`config.mk`:
```
export PLATFORM = sky130hd
export DESIGN_NAME = sa_is_tile_driver_flat
export DESIGN_NICKNAME = d
export VERILOG_FILES = /design/src/rtl/sa_pkg.sv /design/src/rtl/sa_is_tile_driver_if.sv /design/src/rtl/sa_psum_fifo.sv /design/src/rtl/sa_is_tile_driver.sv /design/src/flat_wrapper.sv
export SDC_FILE = /design/constraint.sdc
export NUM_CORES = 1
export LEC_CHECK = 0
export BUFFER_PORTS_ARGS = -buffer_cell sky130_fd_sc_hd__clkbuf_2
export CAP_MARGIN = 20
export CORE_MARGIN = 10
export CORE_UTILIZATION = 30
export CTS_CLUSTER_DIAMETER = 60
export CTS_CLUSTER_SIZE = 24
export DETAILED_ROUTE_END_ITERATION = 10
export HOLD_SLACK_MARGIN = 0.08
export SYNTH_ARGS = -nofsm -noshare
export SYNTH_HDL_FRONTEND = slang
export SYNTH_SLANG_ARGS = --single-unit
```
`constraint.sdc`:
```
create_clock -name clk -period 12.82 [get_ports clk]
set_input_delay 1.282 -clock clk [delete_from_list [all_inputs] [get_ports clk]]
set_output_delay 1.282 -clock clk [all_outputs]
set_load 0.02 [all_outputs]
```
`src/rtl/sa_pkg.sv`:
```
// sa_pkg: shared sizes and FSM state for the
// input-stationary tile driver.
package sa_pkg;

    localparam int SA_INPUT_WIDTH    = 16;
    localparam int SA_WEIGHT_WIDTH   = 16;
    localparam int SA_PSUM_WIDTH     = 32;
    localparam int SA_ARRAY_HEIGHT   = 4;
    localparam int SA_ARRAY_WIDTH    = 4;
    localparam int SA_RESULT_LATENCY = 6;
    localparam int SA_OUT_FIFO_DEPTH = 8;
    localparam int SA_ROW_CNT_WIDTH  = 16;

    typedef enum logic [1:0] {
        IDLE,
        LOAD,
        STREAM,
        DRAIN
    } sa_state_e;

endpackage

```
`src/rtl/sa_is_tile_driver_if.sv`:
```
// sa_is_tile_driver_if: ifmap, weight and result
// streams between tile buffer and tile driver.
interface sa_is_tile_driver_if
    import sa_pkg::*;
#(
    parameter int INPUT_WIDTH  = SA_INPUT_WIDTH,
    parameter int WEIGHT_WIDTH = SA_WEIGHT_WIDTH,
    parameter int PSUM_WIDTH   = SA_PSUM_WIDTH,
    parameter int ARRAY_HEIGHT = SA_ARRAY_HEIGHT,
    parameter int ARRAY_WIDTH  = SA_ARRAY_WIDTH
);

    logic                                  in_valid;
    logic                                  in_ready;
    logic [ARRAY_HEIGHT*INPUT_WIDTH-1:0]   in_data;

    logic                                  w_valid;
    logic                                  w_ready;
    logic [ARRAY_WIDTH*WEIGHT_WIDTH-1:0]   w_data;

    logic                                  out_valid;
    logic                                  out_ready;
    logic [ARRAY_WIDTH*PSUM_WIDTH-1:0]     out_data;
    logic                                  out_last;

    modport master (
        output in_valid, in_data,
        output w_valid, w_data,
        output out_ready,
        input  in_ready, w_ready,
        input  out_valid, out_data, out_last
    );

    modport slave (
        input  in_valid, in_data,
        input  w_valid, w_data,
        input  out_ready,
        output in_ready, w_ready,
        output out_valid, out_data, out_last
    );

endinterface

```
`src/rtl/sa_psum_fifo.sv`:
```
// sa_psum_fifo: registered-output-free sync FIFO,
// no fall-through, push and pop legal together.
module sa_psum_fifo #(
    parameter int WIDTH = 129,
    parameter int DEPTH = 8,
    localparam int AW   = $clog2(DEPTH)
) (
    input  logic             clk,
    input  logic             rst_n,
    input  logic             push,
    input  logic [WIDTH-1:0] push_data,
    input  logic             pop,
    output logic [WIDTH-1:0] pop_data,
    output logic             empty,
    output logic [AW:0]      count
);

    localparam logic [AW:0] FULL_CNT = (AW+1)'(DEPTH);

    logic [WIDTH-1:0] mem [DEPTH];
    logic [AW-1:0]    wr_ptr;
    logic [AW-1:0]    rd_ptr;
    logic             full;
    logic             wr_en;
    logic             rd_en;

    assign full     = (count == FULL_CNT);
    assign empty    = (count == '0);
    assign rd_en    = pop && !empty;
    assign wr_en    = push && (!full || rd_en);
    assign pop_data = mem[rd_ptr];

    // storage write; contents need no reset
    always_ff @(posedge clk) begin
        if (wr_en) begin
            mem[wr_ptr] <= push_data;
        end
    end

    // pointers and occupancy
    always_ff @(posedge clk or negedge rst_n) begin
        if (!rst_n) begin
            wr_ptr <= '0;
            rd_ptr <= '0;
            count  <= '0;
        end else begin
            if (wr_en) begin
                wr_ptr <= wr_ptr + 1'b1;
            end
            if (rd_en) begin
                rd_ptr <= rd_ptr + 1'b1;
            end
            case ({wr_en, rd_en})
                2'b10:   count <= count + 1'b1;
                2'b01:   count <= count - 1'b1;
                default: count <= count;
            endcase
        end
    end

    // overflow means the upstream credit accounting broke
    a_no_overflow: assert property (
        @(posedge clk) disable iff (!rst_n)
        !(push && full && !pop)
    ) else $fatal(1, "sa_psum_fifo overflow");

endmodule

```
`src/rtl/sa_is_tile_driver.sv`:
```
// sa_is_tile_driver: loads an ifmap tile, streams
// weight rows, captures psum rows into a FIFO.
module sa_is_tile_driver
    import sa_pkg::*;
#(
    parameter int INPUT_WIDTH    = SA_INPUT_WIDTH,
    parameter int WEIGHT_WIDTH   = SA_WEIGHT_WIDTH,
    parameter int PSUM_WIDTH     = SA_PSUM_WIDTH,
    parameter int ARRAY_HEIGHT   = SA_ARRAY_HEIGHT,
    parameter int ARRAY_WIDTH    = SA_ARRAY_WIDTH,
    parameter int RESULT_LATENCY = SA_RESULT_LATENCY,
    parameter int OUT_FIFO_DEPTH = SA_OUT_FIFO_DEPTH,
    parameter int ROW_CNT_WIDTH  = SA_ROW_CNT_WIDTH
) (
    input  logic                                clk,
    input  logic                                rst_n,
    input  logic                                start,
    input  logic [ROW_CNT_WIDTH-1:0]            num_rows,
    output logic                                busy,
    output logic                                done,
    sa_is_tile_driver_if.slave                  io,
    output logic                                input_en,
    output logic [ARRAY_HEIGHT*INPUT_WIDTH-1:0] input_in,
    output logic                                process_en,
    output logic [ARRAY_WIDTH*WEIGHT_WIDTH-1:0] weight_in,
    input  logic [ARRAY_WIDTH*PSUM_WIDTH-1:0]   psum_out
);

    localparam int BW = $clog2(ARRAY_WIDTH + 1);
    localparam int DW = $clog2(RESULT_LATENCY + 2);
    localparam int CW = $clog2(OUT_FIFO_DEPTH) + 1;
    localparam int FW = ARRAY_WIDTH * PSUM_WIDTH + 1;
    localparam logic [BW-1:0] LAST_BEAT = BW'(ARRAY_WIDTH - 1);
    localparam logic [DW-1:0] DRAIN_END = DW'(RESULT_LATENCY + 1);

    sa_state_e                 state;
    logic [ROW_CNT_WIDTH-1:0]  num_rows_q;
    logic [ROW_CNT_WIDTH-1:0]  rows_issued;
    logic [ROW_CNT_WIDTH-1:0]  cap_idx;
    logic [BW-1:0]             beat_cnt;
    logic [DW-1:0]             drain_cnt;
    logic                      in_ready_q;
    logic [RESULT_LATENCY:0]   tag_line;
    logic [CW-1:0]             fifo_count;
    logic [FW-1:0]             fifo_head;
    logic                      fifo_empty;
    logic                      start_acc;
    logic                      credit_ok;
    logic                      w_hs;
    logic                      cap;
    logic                      pop;

    assign start_acc   = (state == IDLE) && start && (num_rows != '0);
    // tag_line[0] sits beside weight_in, so every row still
    // owed a FIFO slot is counted here
    assign credit_ok   = (int'(fifo_count) + $countones(tag_line))
                         < OUT_FIFO_DEPTH;
    assign io.w_ready  = (state == STREAM)
                         && (rows_issued < num_rows_q) && credit_ok;
    assign io.in_ready = in_ready_q;
    assign w_hs        = io.w_valid && io.w_ready;
    assign cap         = tag_line[RESULT_LATENCY];
    assign pop         = io.out_valid && io.out_ready;

    // tile sequencer with registered array-side outputs
    always_ff @(posedge clk or negedge rst_n) begin
        if (!rst_n) begin
            state       <= IDLE;
            busy        <= 1'b0;
            done        <= 1'b0;
            in_ready_q  <= 1'b0;
            input_en    <= 1'b0;
            input_in    <= '0;
            process_en  <= 1'b0;
            weight_in   <= '0;
            num_rows_q  <= '0;
            rows_issued <= '0;
            beat_cnt    <= '0;
            drain_cnt   <= '0;
        end else begin
            done     <= 1'b0;
            input_en <= 1'b0;
            unique case (state)
                IDLE: begin
                    process_en <= 1'b0;
                    weight_in  <= '0;
                    if (start_acc) begin
                        num_rows_q  <= num_rows;
                        rows_issued <= '0;
                        beat_cnt    <= '0;
                        drain_cnt   <= '0;
                        busy        <= 1'b1;
                        in_ready_q  <= 1'b1;
                        state       <= LOAD;
                    end
                end
                LOAD: begin
                    if (io.in_valid && in_ready_q) begin
                        input_in <= io.in_data;
                        input_en <= 1'b1;
                        beat_cnt <= beat_cnt + 1'b1;
                        if (beat_cnt == LAST_BEAT) begin
                            in_ready_q <= 1'b0;
                            state      <= STREAM;
                        end
                    end
                end
                STREAM: begin
                    process_en <= 1'b1;
                    if (w_hs) begin
                        weight_in   <= io.w_data;
                        rows_issued <= rows_issued + 1'b1;
                        if (rows_issued == num_rows_q - 1'b1) begin
                            state <= DRAIN;
                        end
                    end else begin
                        weight_in <= '0;
                    end
                end
                DRAIN: begin
                    weight_in <= '0;
                    if (drain_cnt == DRAIN_END) begin
                        process_en <= 1'b0;
                        done       <= 1'b1;
                        busy       <= 1'b0;
                        state      <= IDLE;
                    end else begin
                        process_en <= 1'b1;
                        drain_cnt  <= drain_cnt + 1'b1;
                    end
                end
                default: state <= IDLE;
            endcase
        end
    end

    // row tags travel alongside the array latency
    always_ff @(posedge clk or negedge rst_n) begin
        if (!rst_n) begin
            tag_line <= '0;
        end else begin
            tag_line <= {tag_line[RESULT_LATENCY-1:0], w_hs};
        end
    end

    // capture index drives the last flag
    always_ff @(posedge clk or negedge rst_n) begin
        if (!rst_n) begin
            cap_idx <= '0;
        end else if (start_acc) begin
            cap_idx <= '0;
        end else if (cap) begin
            cap_idx <= cap_idx + 1'b1;
        end
    end

    sa_psum_fifo #(
        .WIDTH (FW),
        .DEPTH (OUT_FIFO_DEPTH)
    ) u_fifo (
        .clk       (clk),
        .rst_n     (rst_n),
        .push      (cap),
        .push_data ({cap_idx == num_rows_q - 1'b1, psum_out}),
        .pop       (pop),
        .pop_data  (fifo_head),
        .empty     (fifo_empty),
        .count     (fifo_count)
    );

    assign io.out_valid = !fifo_empty;
    assign io.out_data  = fifo_empty ? '0 : fifo_head[FW-2:0];
    assign io.out_last  = !fifo_empty && fifo_head[FW-1];

endmodule

```
`src/flat_wrapper.sv`:
```
// flat-port wrapper written by rule: the top's interface ports become plain ports
module sa_is_tile_driver_flat import sa_pkg::*;
#(
    parameter int INPUT_WIDTH    = SA_INPUT_WIDTH,
    parameter int WEIGHT_WIDTH   = SA_WEIGHT_WIDTH,
    parameter int PSUM_WIDTH     = SA_PSUM_WIDTH,
    parameter int ARRAY_HEIGHT   = SA_ARRAY_HEIGHT,
    parameter int ARRAY_WIDTH    = SA_ARRAY_WIDTH,
    parameter int RESULT_LATENCY = SA_RESULT_LATENCY,
    parameter int OUT_FIFO_DEPTH = SA_OUT_FIFO_DEPTH,
    parameter int ROW_CNT_WIDTH  = SA_ROW_CNT_WIDTH
)
  (clk, rst_n, start, num_rows, busy, done, input_en, input_in, process_en, weight_in, psum_out, io_in_valid, io_in_data, io_w_valid, io_w_data, io_out_ready, io_in_ready, io_w_ready, io_out_valid, io_out_data, io_out_last);
  sa_is_tile_driver_if #(.INPUT_WIDTH(INPUT_WIDTH), .WEIGHT_WIDTH(WEIGHT_WIDTH), .PSUM_WIDTH(PSUM_WIDTH), .ARRAY_HEIGHT(ARRAY_HEIGHT), .ARRAY_WIDTH(ARRAY_WIDTH)) io_i ();
  input  logic clk;
  input  logic rst_n;
  input  logic start;
  input  logic [ROW_CNT_WIDTH-1:0] num_rows;
  output logic busy;
  output logic done;
  output logic input_en;
  output logic [ARRAY_HEIGHT*INPUT_WIDTH-1:0] input_in;
  output logic process_en;
  output logic [ARRAY_WIDTH*WEIGHT_WIDTH-1:0] weight_in;
  input  logic [ARRAY_WIDTH*PSUM_WIDTH-1:0] psum_out;
  input wire logic [$bits(io_i.in_valid)-1:0] io_in_valid;
  input wire logic [$bits(io_i.in_data)-1:0] io_in_data;
  input wire logic [$bits(io_i.w_valid)-1:0] io_w_valid;
  input wire logic [$bits(io_i.w_data)-1:0] io_w_data;
  input wire logic [$bits(io_i.out_ready)-1:0] io_out_ready;
  output wire logic [$bits(io_i.in_ready)-1:0] io_in_ready;
  output wire logic [$bits(io_i.w_ready)-1:0] io_w_ready;
  output wire logic [$bits(io_i.out_valid)-1:0] io_out_valid;
  output wire logic [$bits(io_i.out_data)-1:0] io_out_data;
  output wire logic [$bits(io_i.out_last)-1:0] io_out_last;
  assign io_i.in_valid = io_in_valid;
  assign io_i.in_data = io_in_data;
  assign io_i.w_valid = io_w_valid;
  assign io_i.w_data = io_w_data;
  assign io_i.out_ready = io_out_ready;
  assign io_in_ready = io_i.in_ready;
  assign io_w_ready = io_i.w_ready;
  assign io_out_valid = io_i.out_valid;
  assign io_out_data = io_i.out_data;
  assign io_out_last = io_i.out_last;
  sa_is_tile_driver #(.INPUT_WIDTH(INPUT_WIDTH), .WEIGHT_WIDTH(WEIGHT_WIDTH), .PSUM_WIDTH(PSUM_WIDTH), .ARRAY_HEIGHT(ARRAY_HEIGHT), .ARRAY_WIDTH(ARRAY_WIDTH), .RESULT_LATENCY(RESULT_LATENCY), .OUT_FIFO_DEPTH(OUT_FIFO_DEPTH), .ROW_CNT_WIDTH(ROW_CNT_WIDTH)) u_core (.clk(clk), .rst_n(rst_n), .start(start), .num_rows(num_rows), .busy(busy), .done(done), .io(io_i), .input_en(input_en), .input_in(input_in), .process_en(process_en), .weight_in(weight_in), .psum_out(psum_out));
endmodule
```
**Yosys cells after proc, flatten, opt, wreduce, memory -nomap -nowiden**

Memories as Yosys holds them, arrays and structs flattened.
Cells that the tools add are included.

- Add/sub/neg operators: 16
- Magnitude comparators: 2
- Equality and inequality tests: 17
- Mux-type cells: 35
- Reductions and logical operators: 32

Operator list:

| operator | count |
|---|---|
| 2-to-1 mux 128 bit | 1 |
| one-hot mux 64 bit (2 select lines) | 1 |
| adder 32 bit | 2 |
| 2-to-1 mux 16 bit | 4 |
| 2-to-1 mux 64 bit | 1 |
| adder 16 x 1 -> 16 bit, second input constant | 2 |
| adder 32 x 1 -> 32 bit | 1 |
| adder 5 x 32 -> 32 bit | 1 |
| == test 16 bit | 2 |
| < comparator 32 x 5 -> 1 bit, second input constant | 1 |
| one-hot mux 16 bit (2 select lines) | 1 |
| < comparator 16 bit | 1 |
| nonzero test 16 bit | 1 |
| subtractor 16 x 1 -> 16 bit, second input constant | 1 |
| adder 3 x 1 -> 3 bit, second input constant | 4 |
| 2-to-1 mux 2 bit | 6 |
| one-hot mux 3 bit (2 select lines) | 2 |
| AND reduction 3 bit | 4 |
| nonzero test 2 bit | 6 |
| 2-to-1 mux 1 bit | 11 |
| logical AND 1 bit | 10 |
| != test 2 x 1 -> 1 bit, second input constant | 5 |
| 2-to-1 mux 3 bit | 3 |
| one-hot mux 2 bit (4 select lines) | 1 |
| other kinds (21) | 30 |

- Flip-flop bits (word level): 206
- Bits in writable memories: 1,032
- Input port bits: 278
- Logic and storage cells: 120
- Memories: 1

Memories:

| name | depth | width | rd ports | clocked after memory_dff | write ports | line | RTL |
|---|---|---|---|---|---|---|---|
| u_core.u_fifo.mem | 8 | 129 | 1 | 0 | 1 | sa_psum_fifo.sv:20 | `logic [WIDTH-1:0] mem [DEPTH];` |

**Depth between registers and ports, before layout**

- Depth in word-level cells: 9
- Mapped depth: 14

**By module**

Synthesis repeated with hierarchy kept, for this count alone.

- Cells, all modules: 2,522
- Area, all modules: 49,794.0 um^2

Modules (own cells, without submodules):

| module | times used | cells an instance | area an instance (um^2) |
|---|---|---|---|
| sa_psum_fifo | 1 | 1,558 | 39,604.2 |
| sa_is_tile_driver | 1 | 964 | 10,189.8 |

**Least setup slack after synthesis**

No wires, ideal clock.

- Path type: input-to-reg
- Start: input io_out_ready
- End: memory u_core.u_fifo.mem[0][0] (enable)
- Library setup time: 775 ps
- Arrival: 10,523 ps
- Data required time: 12,045 ps
- Path slack: 1,522 ps
- Cell stages on the path: 4
- Cells stage by stage: nand2b_1 -> o41ai_1 -> or2_2 -> nor3_1

- Cells in the longest elaborated chain, start to end: 6

RTL lines:

| item | line | RTL |
|---|---|---|
| from (decl) | flat_wrapper.sv:30 | `input wire logic [$bits(io_i.out_ready)-1:0] io_out_ready;` |
| logical AND 1 bit | sa_is_tile_driver.sv:63 | `assign pop = io.out_valid && io.out_ready;` |
| logical AND 1 bit | sa_psum_fifo.sv:29 | `assign rd_en = pop && !empty;` |
| logical OR 1 bit | sa_psum_fifo.sv:30 | `assign wr_en = push && (!full \|\| rd_en);` |
| logical AND 1 bit | sa_psum_fifo.sv:30 |  |
| 2-to-1 mux 1 bit | sa_psum_fifo.sv:35 | `if (wr_en) begin` |
| 2-to-1 mux 1 bit (not written as such) | sa_psum_fifo.sv:36 | `mem[wr_ptr] <= push_data;` |
| to (decl) | sa_psum_fifo.sv:20 |  |

Every way passes these cells.

**Worst setup path in the final report**

- Start: register u_core.u_fifo.rd_ptr[1]
- End: output io_out_data[115]

- Cells in the longest elaborated chain, start to end: 2

RTL lines:

| item | line | RTL |
|---|---|---|
| from (decl) | sa_psum_fifo.sv:22 | `logic [AW-1:0] rd_ptr;` |
| from (signal assigned) | sa_psum_fifo.sv:51 | `rd_ptr <= rd_ptr + 1'b1;` |
| memory (8 x 129 bit) | - |  |
| 2-to-1 mux 128 bit | sa_is_tile_driver.sv:172 | `assign io.out_data = fifo_empty ? '0 : fifo_head[FW-2:0];` |
| to (decl) | flat_wrapper.sv:34 | `output wire logic [$bits(io_i.out_data)-1:0] io_out_data;` |

Every way passes these cells.

==> qor.json <==
{
  "postCtsSetupBuffers": {"value": 0},
  "number_of_global_route_vias_before_repair": {"value": 26059},
  "crit_path_frequent_cell": {"value": "sky130_fd_sc_hd__buf_4"},
  "place_ws": {"value": 7680, "unit": "ps"},
  "areaGrowthSynthToFinish": {"value": 18.0, "unit": "%"},
  "comb_power_share": {"value": 31.3, "unit": "%"},
  "synth_async_reset_ratio": {"value": 16.6, "unit": "%"},
  "worst-endpoint-arrival": {"value": 4460, "unit": "ps"},
  "detailed_place_hpwl": {"value": 71600, "unit": "um"},
  "clockRootBuffer": {"value": "sky130_fd_sc_hd__clkbuf_16"},
  "power.switching_fraction": {"value": 34.2, "unit": "%"},
  "setup_ws": {"value": 7080, "unit": "ps"},
  "final.setup_skew": {"value": 45.3, "unit": "ps"},
  "clock-sinks": {"value": 1238},
  "report.power.total": {"value": 11.9, "unit": "mW"},
  "run_status": {"value": "complete, no violations"},
  "endpoint_required_time_on_the_critical_path": {"value": 11540, "unit": "ps"},
  "globalplace.congestion": {"value": 0.759},
  "crit_path_max_fanout": {"value": 62},
  "first_pass_iteration_count_of_the_detailed_router": {"value": 6},
  "synth.area.top_cells": {"value": "sky130_fd_sc_hd__edfxtp_1, sky130_fd_sc_hd__mux4_2, sky130_fd_sc_hd__dfrtp_1"},
  "worst_path_max_delay_cell": {"value": "sky130_fd_sc_hd__dfrtp_4"},
  "worstSetupEndpointType": {"value": "output port"},
  "power_density": {"value": 207, "unit": "nW/um2"},
  "synth.yosys.seq_area_share": {"value": 74.2, "unit": "%"},
  "met2_wl_post_dr": {"value": 60000, "unit": "um"},
  "final_hold_viol_count": {"value": 0},
  "timing.max_slew.rel_slack": {"value": 31.3, "unit": "%"},
  "clk_path_buf_depth": {"value": 3},
  "die-area": {"value": 179000, "unit": "um2"},
  "finalNetCount": {"value": 3369},
  "avgSynthCellArea": {"value": 19.6, "unit": "um2"},
  "grt_use_total": {"value": 12.8, "unit": "%"},
  "rows": {"value": 147},
  "clkTransAtPathRegs": {"value": 70, "unit": "ps"},
  "postCtsResizedCells": {"value": 0},
  "syn_inst": {"value": 2491},
  "floorplan.core_area": {"value": 161000, "unit": "um2"},
  "number_of_flip_flops_and_latches_in_the_synthesized_netlist": {"value": 1238},
  "tritoncts_clock_tree": {"value": "built"},
  "overflow": {"value": 0},
  "worst-r2r-setup-slack": {"value": 8600, "unit": "ps"},
  "synth.lib_cells_used.distinct": {"value": 64},
  "timing.fmax": {"value": 174, "unit": "MHz"},
  "worst_skew_pair.late_latency": {"value": 750, "unit": "ps"},
  "synth_ff_type": {"value": "sky130_fd_sc_hd__edfxtp_1"},
  "cell_internal_pwr": {"value": 7.85, "unit": "mW"},
  "vias": {"value": 24875},
  "grt_max_degree": {"value": 131},
  "fin_crit": {"value": 5740, "unit": "ps"},
  "hold_buffers": {"value": 0},
  "first_iter_violations": {"value": 1575},
  "drv_cap": {"value": 0},
  "detail_route.wirelength": {"value": 118000, "unit": "um"},
  "unrepaired_setup_endpoints_after_global_routing": {"value": "no"},
  "netlist_area": {"value": 48700, "unit": "um2"},
  "die-height": {"value": 423, "unit": "um"},
  "initial_core_util": {"value": 30.3, "unit": "%"},
  "synth_top_area_cell": {"value": "sky130_fd_sc_hd__edfxtp_1"},
  "remaining_design_rule_violation_count": {"value": 0},
  "cts_inserted_buffers": {"value": 95},
  "floorplan.die.width": {"value": 423, "unit": "um"},
  "synth.cells.most_frequent": {"value": "sky130_fd_sc_hd__edfxtp_1, sky130_fd_sc_hd__mux4_2, sky130_fd_sc_hd__dfrtp_1"},
  "synth_edf_count": {"value": 1032},
  "post-synth-top-count-cell": {"value": "sky130_fd_sc_hd__edfxtp_1"},
  "clkPwrFrac": {"value": 26.6, "unit": "%"},
  "placedCellCount": {"value": 5110},
  "fin_tns_setup": {"value": 0, "unit": "ps"},
  "met3_length": {"value": 6500, "unit": "um"},
  "path_delay_family": {"value": "buffers and inverters"},
  "met1Wirelength": {"value": 48000, "unit": "um"},
  "setup.worst_path.class": {"value": "flop to output port"},
  "detail-route-antenna-nets": {"value": 0},
  "path_cells": {"value": "buf_4, buf_4, mux4_2, mux2i_1, nor2_1, clkbuf_2"},
  "final-max-slew-violation-count": {"value": 0},
  "drt-wirelength-per-cell": {"value": 22.2, "unit": "um"},
  "top_signal_layer_used": {"value": "met5"},
  "antenna_found_initial": {"value": 14},
  "critPathBufInv": {"value": 3},
  "worst_hold_path_type": {"value": "flop to flop"},
  "cpPeakStageDelay": {"value": 1020, "unit": "ps"},
  "final_min_period_over_clock_period": {"value": 44.8, "unit": "%"},
  "cts_htree_levels": {"value": 3},
  "ios": {"value": 542},
  "synth_largest_type_area_fraction": {"value": 63.6, "unit": "%"},
  "grt_pass1_wl": {"value": 176000, "unit": "um"},
  "p_leak": {"value": 20.8, "unit": "nW"},
  "setup_viols_final": {"value": 0},
  "io_buffer_count": {"value": 541},
  "worstSetupStartpointType": {"value": "flop"},
  "post_synth_net_total": {"value": 2813},
  "ys_warn_count": {"value": 0},
  "finish.cell_count_without_fillers": {"value": 5290},
  "timing_worst_slew_pin_value": {"value": 1030, "unit": "ps"},
  "vdd.ir_drop.worst": {"value": 0.154, "unit": "mV"},
  "total_switching_power": {"value": 4.08, "unit": "mW"},
  "seq_power_share": {"value": 42.1, "unit": "%"},
  "detail_route.vias_per_cell": {"value": 4.70},
  "layout-drive-gt1-share": {"value": 35.4, "unit": "%"}
}
[final timing paths]
path / from / end / cells past startpoint
worst max-delay path: u_core.u_fifo.rd_ptr[1] / io_out_data[115] / 6
worst min-delay path: u_core.tag_line[2] / u_core.tag_line[3] / 0
worst max register to register: u_core.tag_line[0] / u_core.weight_in[50] / 13
worst min register to register: u_core.tag_line[2] / u_core.tag_line[3] / 0
max in group asynchronous: rst_n / u_core.input_in[63] / 3
min in group asynchronous: rst_n / u_core.cap_idx[3] / 1
[routing by layer]
layer,vias up,track usage [%]
li1,11077,-
met1,12970,16.1
met2,663,22.3
met3,155,2.80
met4,10,3.33
met5,-,0
[cell usage in the layout, fill, tap and decap left out, types with 7 or more instances in the layout]
cell type                   Yosys  routed
sky130_fd_sc_hd__o21ai_0       34      34
sky130_fd_sc_hd__ha_1          40      39
sky130_fd_sc_hd__nand4_1       14      14
sky130_fd_sc_hd__edfxtp_1    1032    1032
sky130_fd_sc_hd__inv_8          0      10
sky130_fd_sc_hd__mux2_2        65      65
sky130_fd_sc_hd__clkinv_2       0       7
sky130_fd_sc_hd__nand2_1       54      54
sky130_fd_sc_hd__mux2i_1      132     132
sky130_fd_sc_hd__dfrtp_1      206     203
sky130_fd_sc_hd__xnor2_1       51      51
sky130_fd_sc_hd__buf_4          0      43
sky130_fd_sc_hd__inv_6          0      15
sky130_fd_sc_hd__inv_1         42      42
sky130_fd_sc_hd__xor2_1        16      16
sky130_fd_sc_hd__nand3_1       20      20
sky130_fd_sc_hd__clkbuf_2       0     540
sky130_fd_sc_hd__a22o_1        64      64
sky130_fd_sc_hd__clkinv_8       0       9
sky130_fd_sc_hd__mux4_2       258     258
sky130_fd_sc_hd__clkbuf_16      0      98
sky130_fd_sc_hd__nand2b_1       7       7
sky130_fd_sc_hd__nor2_1       183     177
sky130_fd_sc_hd__a21oi_1       26      26
sky130_fd_sc_hd__nor3_1        13      11
sky130_fd_sc_hd__nor4_1        11      10
[logic make-up (layout without fill, tap and decap cells)]
group                    Yosys count  after routing  synth area share, %
adder cells (fa/ha/maj)           44             44                 1.19
multiplexers                     455            455                 16.1
other                              0              4                    0
AO/OA/AOI/OAI                    162            162                 2.43
XOR/XNOR                          68             68                 1.25
buffers and inverters            170            805                 1.37
AND/OR/NAND/NOR                  354            354                 3.44
flip-flops                      1238           1238                 74.2
[state kept, by name, indices dropped and copies added, names as in the netlist]
register / cells
u_core.input_in: 64
u_core.weight_in: 64
u_core.u_fifo.rd_ptr: 3
u_core.u_fifo.count: 4
u_core.u_fifo.wr_ptr: 3
u_core.beat_cnt: 3
u_core.tag_line: 7
u_core.io.in_ready: 1
u_core.u_fifo.mem: 1032
u_core.drain_cnt: 3
u_core.rows_issued: 16
u_core.busy: 1
u_core.state: 2
u_core.cap_idx: 16
u_core.process_en: 1
u_core.num_rows_q: 16
u_core.done: 1
u_core.input_en: 1
[power groups by stage]
stage	logic (mW)	clock network, mW	registers (mW)
after floorplan	2.55	0	5.10
after global placement	3.83	0	5.11
after detailed placement	3.85	0	5.12
after CTS	3.85	3.26	5.04
after global routing	4.04	3.42	5.08
final	3.73	3.17	5.03
[metrics by stage]
stage                     instance area, um2  utilization [%]  hold slack [ps]
after detailed placement               54100             33.6              368
after CTS                              57500             35.7              376
after floorplan                        48700                -              357
final                                  57500             35.7              373
after global routing                   57500             35.7              392
after global placement                 54100             33.6              368
[worst register-to-register path: stages, from the launching register on]
cell and delay [ps]:
sky130_fd_sc_hd__dfrtp_1 410, sky130_fd_sc_hd__ha_1 230, sky130_fd_sc_hd__fa_1 530, sky130_fd_sc_hd__inv_1 50, sky130_fd_sc_hd__fa_1 380, sky130_fd_sc_hd__inv_1 60
sky130_fd_sc_hd__ha_1 210, sky130_fd_sc_hd__inv_1 50, sky130_fd_sc_hd__o311ai_0 140, sky130_fd_sc_hd__a31oi_1 400, sky130_fd_sc_hd__nand4_1 460, sky130_fd_sc_hd__nor3b_2 270
sky130_fd_sc_hd__buf_4 570, sky130_fd_sc_hd__a22o_1 370
[final cells by class]
| cell class | instances | area (um2) |
|---|---|---|
| antenna | 4 | 10.0 |
| clock buffer | 104 | 2480 |
| clock inverter | 72 | 887 |
| fill | 15065 | 103000 |
| inverter | 42 | 158 |
| multi-input combinational | 1083 | 12000 |
| sequential | 1238 | 36200 |
| tap | 2160 | 2700 |
| timing repair buffer | 587 | 3100 |
(Power assumes the default switching activity.)
